[src/rtl/rep_iter_sched_if.sv]
`default_nettype none
// +----------------------------------------------------------------------------+
// | rep_iter_sched_if : stage-side and iteration-side signals of the REP       |
// | sequencer. Revision: 1.0                                                   |
// +----------------------------------------------------------------------------+
interface rep_iter_sched_if #(
  parameter int ADDR_W = 32,
  parameter int CNT_W  = 32
);
  logic              start;
  logic [CNT_W-1:0]  count_in;
  logic              addr16;
  logic [ADDR_W-1:0] mem1_in;
  logic [ADDR_W-1:0] mem2_in;
  logic [1:0]        opsize;
  logic              dflag;
  logic              abort;
  logic              iter_ready;
  logic              iter_valid;
  logic [ADDR_W-1:0] mem_addr1;
  logic [ADDR_W-1:0] mem_addr2;
  logic              iter_last;
  logic              rep_stall;
  logic              using_regs;
  logic              cnt_wb_valid;
  logic [CNT_W-1:0]  cnt_wb;
  logic [CNT_W-1:0]  remaining;

  modport slave (
    input  start, count_in, addr16, mem1_in, mem2_in, opsize, dflag, abort, iter_ready,
    output iter_valid, mem_addr1, mem_addr2, iter_last, rep_stall, using_regs,
           cnt_wb_valid, cnt_wb, remaining
  );

  modport master (
    output start, count_in, addr16, mem1_in, mem2_in, opsize, dflag, abort, iter_ready,
    input  iter_valid, mem_addr1, mem_addr2, iter_last, rep_stall, using_regs,
           cnt_wb_valid, cnt_wb, remaining
  );
endinterface
`default_nettype wire

[src/rtl/rep_iter_sched.sv]
`default_nettype none
// +----------------------------------------------------------------------------+
// | rep_iter_sched : issues one memory iteration per handshake for a REP       |
// | string instruction and returns the final count. Revision: 1.0              |
// +----------------------------------------------------------------------------+
module rep_iter_sched #(
  parameter int ADDR_W = 32,
  parameter int CNT_W  = 32
) (
  input  wire logic         clk,
  input  wire logic         clr,
  rep_iter_sched_if.slave   bus
);

  typedef enum logic [1:0] {
    S_IDLE  = 2'd0,
    S_ISSUE = 2'd1,
    S_DONE  = 2'd2
  } state_t;

  state_t            state_q, state_d;
  logic [CNT_W-1:0]  cnt_q, cnt_d;
  logic [ADDR_W-1:0] addr1_q, addr1_d;
  logic [ADDR_W-1:0] addr2_q, addr2_d;
  logic [1:0]        opsize_q, opsize_d;
  logic              dflag_q, dflag_d;

  logic [CNT_W-1:0]  eff_cnt;
  logic              cnt_nz;
  logic [ADDR_W-1:0] step;

  logic              iter_valid_w;
  logic              iter_last_w;
  logic              rep_stall_w;
  logic              using_regs_w;
  logic              cnt_wb_valid_w;

  // 16-bit addressing uses CX, so the upper count bits are ignored
  assign eff_cnt = bus.addr16 ? {{(CNT_W-16){1'b0}}, bus.count_in[15:0]} : bus.count_in;
  assign cnt_nz  = |eff_cnt;
  assign step    = ADDR_W'(1) << opsize_q;

  always_ff @(posedge clk or posedge clr) begin
    if (clr) begin
      state_q  <= S_IDLE;
      cnt_q    <= '0;
      addr1_q  <= '0;
      addr2_q  <= '0;
      opsize_q <= 2'b00;
      dflag_q  <= 1'b0;
    end else begin
      state_q  <= state_d;
      cnt_q    <= cnt_d;
      addr1_q  <= addr1_d;
      addr2_q  <= addr2_d;
      opsize_q <= opsize_d;
      dflag_q  <= dflag_d;
    end
  end

  always_comb begin
    state_d        = state_q;
    cnt_d          = cnt_q;
    addr1_d        = addr1_q;
    addr2_d        = addr2_q;
    opsize_d       = opsize_q;
    dflag_d        = dflag_q;
    iter_valid_w   = 1'b0;
    iter_last_w    = 1'b0;
    rep_stall_w    = 1'b0;
    using_regs_w   = 1'b0;
    cnt_wb_valid_w = 1'b0;

    case (state_q)
      S_IDLE: begin
        rep_stall_w = bus.start & cnt_nz & ~clr;
        if (bus.abort) begin
          state_d = S_IDLE;
        end else if (bus.start) begin
          if (cnt_nz) begin
            cnt_d    = eff_cnt;
            addr1_d  = bus.mem1_in;
            addr2_d  = bus.mem2_in;
            opsize_d = bus.opsize;
            dflag_d  = bus.dflag;
            state_d  = S_ISSUE;
          end else begin
            state_d  = S_DONE;
          end
        end
      end

      S_ISSUE: begin
        iter_valid_w = 1'b1;
        iter_last_w  = (cnt_q == CNT_W'(1));
        rep_stall_w  = 1'b1;
        using_regs_w = 1'b1;
        if (bus.abort) begin
          state_d = S_IDLE;
        end else if (bus.iter_ready) begin
          cnt_d   = cnt_q - CNT_W'(1);
          addr1_d = dflag_q ? (addr1_q - step) : (addr1_q + step);
          addr2_d = dflag_q ? (addr2_q - step) : (addr2_q + step);
          if (iter_last_w) begin
            state_d = S_DONE;
          end
        end
      end

      S_DONE: begin
        cnt_wb_valid_w = ~bus.abort;
        state_d        = S_IDLE;
      end

      default: begin
        state_d = S_IDLE;
      end
    endcase
  end

  assign bus.iter_valid   = iter_valid_w;
  assign bus.iter_last    = iter_last_w;
  assign bus.rep_stall    = rep_stall_w;
  assign bus.using_regs   = using_regs_w;
  assign bus.cnt_wb_valid = cnt_wb_valid_w;
  assign bus.cnt_wb       = '0;
  assign bus.mem_addr1    = addr1_q;
  assign bus.mem_addr2    = addr2_q;
  assign bus.remaining    = cnt_q;

endmodule
`default_nettype wire

[src/flat_wrapper.sv]
// flat-port wrapper written by rule: the top's interface ports become plain ports
module rep_iter_sched_flat 
#(
  parameter int ADDR_W = 32,
  parameter int CNT_W  = 32
)
  (clk, clr, bus_start, bus_count_in, bus_addr16, bus_mem1_in, bus_mem2_in, bus_opsize, bus_dflag, bus_abort, bus_iter_ready, bus_iter_valid, bus_mem_addr1, bus_mem_addr2, bus_iter_last, bus_rep_stall, bus_using_regs, bus_cnt_wb_valid, bus_cnt_wb, bus_remaining);
  rep_iter_sched_if #(.ADDR_W(ADDR_W), .CNT_W(CNT_W)) bus_i ();
  input  wire logic clk;
  input  wire logic clr;
  input wire logic [$bits(bus_i.start)-1:0] bus_start;
  input wire logic [$bits(bus_i.count_in)-1:0] bus_count_in;
  input wire logic [$bits(bus_i.addr16)-1:0] bus_addr16;
  input wire logic [$bits(bus_i.mem1_in)-1:0] bus_mem1_in;
  input wire logic [$bits(bus_i.mem2_in)-1:0] bus_mem2_in;
  input wire logic [$bits(bus_i.opsize)-1:0] bus_opsize;
  input wire logic [$bits(bus_i.dflag)-1:0] bus_dflag;
  input wire logic [$bits(bus_i.abort)-1:0] bus_abort;
  input wire logic [$bits(bus_i.iter_ready)-1:0] bus_iter_ready;
  output wire logic [$bits(bus_i.iter_valid)-1:0] bus_iter_valid;
  output wire logic [$bits(bus_i.mem_addr1)-1:0] bus_mem_addr1;
  output wire logic [$bits(bus_i.mem_addr2)-1:0] bus_mem_addr2;
  output wire logic [$bits(bus_i.iter_last)-1:0] bus_iter_last;
  output wire logic [$bits(bus_i.rep_stall)-1:0] bus_rep_stall;
  output wire logic [$bits(bus_i.using_regs)-1:0] bus_using_regs;
  output wire logic [$bits(bus_i.cnt_wb_valid)-1:0] bus_cnt_wb_valid;
  output wire logic [$bits(bus_i.cnt_wb)-1:0] bus_cnt_wb;
  output wire logic [$bits(bus_i.remaining)-1:0] bus_remaining;
  assign bus_i.start = bus_start;
  assign bus_i.count_in = bus_count_in;
  assign bus_i.addr16 = bus_addr16;
  assign bus_i.mem1_in = bus_mem1_in;
  assign bus_i.mem2_in = bus_mem2_in;
  assign bus_i.opsize = bus_opsize;
  assign bus_i.dflag = bus_dflag;
  assign bus_i.abort = bus_abort;
  assign bus_i.iter_ready = bus_iter_ready;
  assign bus_iter_valid = bus_i.iter_valid;
  assign bus_mem_addr1 = bus_i.mem_addr1;
  assign bus_mem_addr2 = bus_i.mem_addr2;
  assign bus_iter_last = bus_i.iter_last;
  assign bus_rep_stall = bus_i.rep_stall;
  assign bus_using_regs = bus_i.using_regs;
  assign bus_cnt_wb_valid = bus_i.cnt_wb_valid;
  assign bus_cnt_wb = bus_i.cnt_wb;
  assign bus_remaining = bus_i.remaining;
  rep_iter_sched #(.ADDR_W(ADDR_W), .CNT_W(CNT_W)) u_core (.clk(clk), .clr(clr), .bus(bus_i));
endmodule
[config.mk]
export PLATFORM = sky130hd
export DESIGN_NAME = rep_iter_sched_flat
export DESIGN_NICKNAME = d
export VERILOG_FILES = /design/src/rtl/rep_iter_sched_if.sv /design/src/rtl/rep_iter_sched.sv /design/src/flat_wrapper.sv
export SDC_FILE = /design/constraint.sdc
export NUM_CORES = 1
export LEC_CHECK = 0
export BUFFER_PORTS_ARGS = -buffer_cell sky130_fd_sc_hd__buf_2
export CAP_MARGIN = 10
export CORE_MARGIN = 4
export CORE_UTILIZATION = 49
export DETAILED_ROUTE_END_ITERATION = 7
export PLACE_DENSITY = 0.74
export SLEW_MARGIN = 20
export SYNTH_ARGS = -nofsm -noshare
export SYNTH_HDL_FRONTEND = slang
export SYNTH_SLANG_ARGS = --single-unit
[constraint.sdc]
create_clock -name clk -period 3.9 [get_ports clk]
set_clock_uncertainty 0.2 [all_clocks]
set_input_delay 0.195 -clock clk [delete_from_list [all_inputs] [get_ports clk]]
set_output_delay 0.195 -clock clk [all_outputs]
set_load 0.05 [all_outputs]
==> flow_summary.json <==
{
  "design.die.area_um2": 20000,
  "grt_first_pass_wirelength_um": 44600,
  "r2r-start": "u_core.opsize_q[0]",
  "route.detailed.drc": 0,
  "maxCapViolCount": 0,
  "ant_nets": 0,
  "ys_seq_area_share_pct": 28.9,
  "dp_hpwl_um": 19400,
  "num_rows": 48,
  "critPathTopFamily": "compound AO/OA/AOI/OAI gates",
  "fin_area_um2": 11300,
  "clockBufferDepth": 2,
  "viasPerCell": 5.78,
  "fp.coreArea_um2": 17400,
  "multiInputGateArea_um2": 5860,
  "setup_viol": 0,
  "grt_usage_pct": 27.0,
  "worstHoldStart": "bus_mem1_in[4]",
  "max_freq_ghz": 0.267,
  "nets": 1576,
  "utilization_pct": 64.8,
  "drt_pass1_iterations": 6,
  "most-common-layout-cells": "buf_2, nand2_1, a21oi_1, nor2_1, dfrtp_1",
  "ys_types": 74,
  "arrival_ps": 3770,
  "port_buffers": 205,
  "grt_max_degree": 80,
  "hp-class": "in2reg",
  "die_h_um": 142,
  "syn_area_um2": 8740,
  "slowest_delay_ps": 410,
  "htree_levels": 3,
  "synthArstFlopShare_pct": 100,
  "yosys_register_bits": 101,
  "critPathBufInv": 3,
  "drive_above_1_share_pct": 20.8,
  "path_class": "reg2reg",
  "cts_root_buffer": "clkbuf_16",
  "hold_violations": 0,
  "drt_iter0_drc": 775,
  "ys.flop_type": "dfrtp_1",
  "yosysWarnings": 0,
  "status": "completed",
  "grt_pass1_vias": 9007,
  "critPathLaunchType": "flop",
  "clk_latency_ps": 370,
  "n_antenna_cell": 0,
  "slew_headroom_pct": 45.4,
  "routed_wl_um": 27600,
  "start_util_pct": 50.2,
  "final_common_cell": "buf_2",
  "syn_avg_cell_area_um2": 7.75,
  "syn_to_final_growth_pct": 29.1,
  "grt_overflow": 0,
  "path_clk_slew_ps": 80,
  "cp-end-kind": "flop",
  "place_area_um2": 9940,
  "numCtsBuffers": 9,
  "io_pins": 238,
  "post-route-period-util_pct": 96.1,
  "antenna_found_initial": 1,
  "cts_sinks": 101,
  "slew_viol_final": 0,
  "n_fill_cell": 1512,
  "wl_per_cell_um": 16.8,
  "rr_worst_depth": 15,
  "r2r-end": "u_core.bus.mem_addr2[24]",
  "ff2ff_setup_slack_ps": 150,
  "crit_fanout": 7,
  "worstPathCellList": "buf_4 -> nand2_1 -> ha_1 -> a21o_4 -> ha_1 -> buf_4 -> a31o_2 -> a221oi_1 -> o22ai_2 -> a221oi_2 -> buf_4 -> o21ai_2 -> a21boi_0 -> xnor2_1 -> o22ai_1",
  "holdPathEnd": "u_core.bus.mem_addr1[4]",
  "synth_edf_count": 0,
  "period_needed_ps": 3750,
  "cp.required_ps": 3920,
  "netlist_instances": 1127,
  "finalPower_mw": 8.23,
  "holdPathStages": 4,
  "vias": 9472,
  "worstMarginPinSlew_ps": 818,
  "die_x_um": 142,
  "power_leakage_nw": 5.25,
  "finalWeightedCongestion": 0.960,
  "ir_worst_vdd_uv": 422,
  "slowest_stage": "a221oi_1",
  "register_area_um2": 2530,
  "power_density_nw_per_um2": 729,
  "cts_tree": "done",
  "cpMostUsedCell": "buf_4"
}
==> sequential cells by signal, summed over array words and instances (netlist names) <==
register and flops:
u_core.bus.mem_addr1 32, u_core.bus.mem_addr2 32, u_core.bus.remaining 32, u_core.dflag_q 1
u_core.opsize_q 2, u_core.state_q 2
==> area by class of cell <==
class,instances,area share (%)
Clock buffer,9,2.00
Timing Repair Buffer,331,19.9
Multi-Input combinational cell,946,52.0
Inverter,21,0.743
Tap cell,225,2.50
Sequential cell,101,22.4
Clock inverter,7,0.532
==> worst max path at each step <==
| stage | start | cells past startpoint | slack, ps | endpoint |
|---|---|---|---|---|
| final | u_core.opsize_q[0] | 15 | 150 | u_core.bus.mem_addr2[24] |
| after global routing | u_core.opsize_q[0] | 15 | -7 | u_core.bus.mem_addr2[23] |
| after CTS | u_core.opsize_q[1] | 15 | 20 | u_core.bus.mem_addr1[24] |
| after detailed placement | u_core.opsize_q[1] | 14 | -100 | u_core.bus.mem_addr2[30] |
| after global placement | u_core.opsize_q[1] | 14 | 40 | u_core.bus.mem_addr2[30] |
| after floorplan | u_core.opsize_q[1] | 16 | 30 | u_core.bus.mem_addr2[30] |
==> where the power goes <==
part	internal, mW	switching [mW]	leakage [nW]
Sequential	1.35	0.358	1.21
Clock	0.444	0.458	0.142
Combinational	2.01	3.61	3.90
==> cells in the mapped netlist (all sizes together) (25+ instances only) <==
library cell | instances | area share, %
xnor2 | 25 | 2.5
o21ai | 92 | 5.3
xor2 | 27 | 2.7
nor3 | 33 | 1.9
clkbuf | 47 | 2.0
a31oi | 30 | 2.1
nand2 | 133 | 5.7
ha | 61 | 8.7
a21o | 25 | 2.1
a21oi | 131 | 7.5
buf | 43 | 3.3
nor2 | 103 | 4.4
dfrtp | 101 | 29
==> logic make-up after synthesis <==
| group | count (synthesis) | synth area share, % |
|---|---|---|
| AND/OR/NAND/NOR | 398 | 21.9 |
| AO/OA/AOI/OAI | 393 | 27.7 |
| buffers and inverters | 111 | 6.24 |
| flip-flops | 101 | 28.9 |
| adder cells (fa/ha/maj) | 63 | 8.96 |
| XOR/XNOR | 52 | 5.21 |
| multiplexers | 8 | 0.974 |
| other | 1 | 0.0429 |
==> metal layers <==
metal / track usage (%) / vias up / share of wire (%)
li1: - / 4645 / -
met1: 37.0 / 4363 / 44
met2: 42.8 / 403 / 46
met3: 4.82 / 59 / 7.3
met4: 9.70 / 2 / 2.7
met5: 0 / - / 0.025
==> repair_timing <==
item / CTS / global route
endpoints found under the setup margin: 4 / 21
hold endpoints to repair: 172 / 0
gates resized for setup: 2 / 14
pin swaps: 0 / 5
hold buffers: 96 / 0
setup buffers: 0 / 5
==> per-stage QoR <==
stage	hold WS, ps	instances	setup TNS, ps	setup WS [ps]
after CTS	7.85	1635	0	17.8
after floorplan	61.8	1158	0	26.0
after detailed placement	235	1523	-280	-103
after global routing	8.41	1640	-11.0	-6.62
final	11.9	1640	0	153
after global placement	231	1523	0	43.5
==> worst reg2reg max path: cells and delay by family (launching register included) <==
kind | cells | cell delay, ps
buffers and inverters | 3 | 500
DFF | 1 | 380
AOI/OAI and AO/OA | 8 | 1760
and+or+nand+nor | 1 | 60
xor gates and xnor gates | 1 | 160
adders and majority gates | 2 | 550
Power figures use the tool's default switching activity.
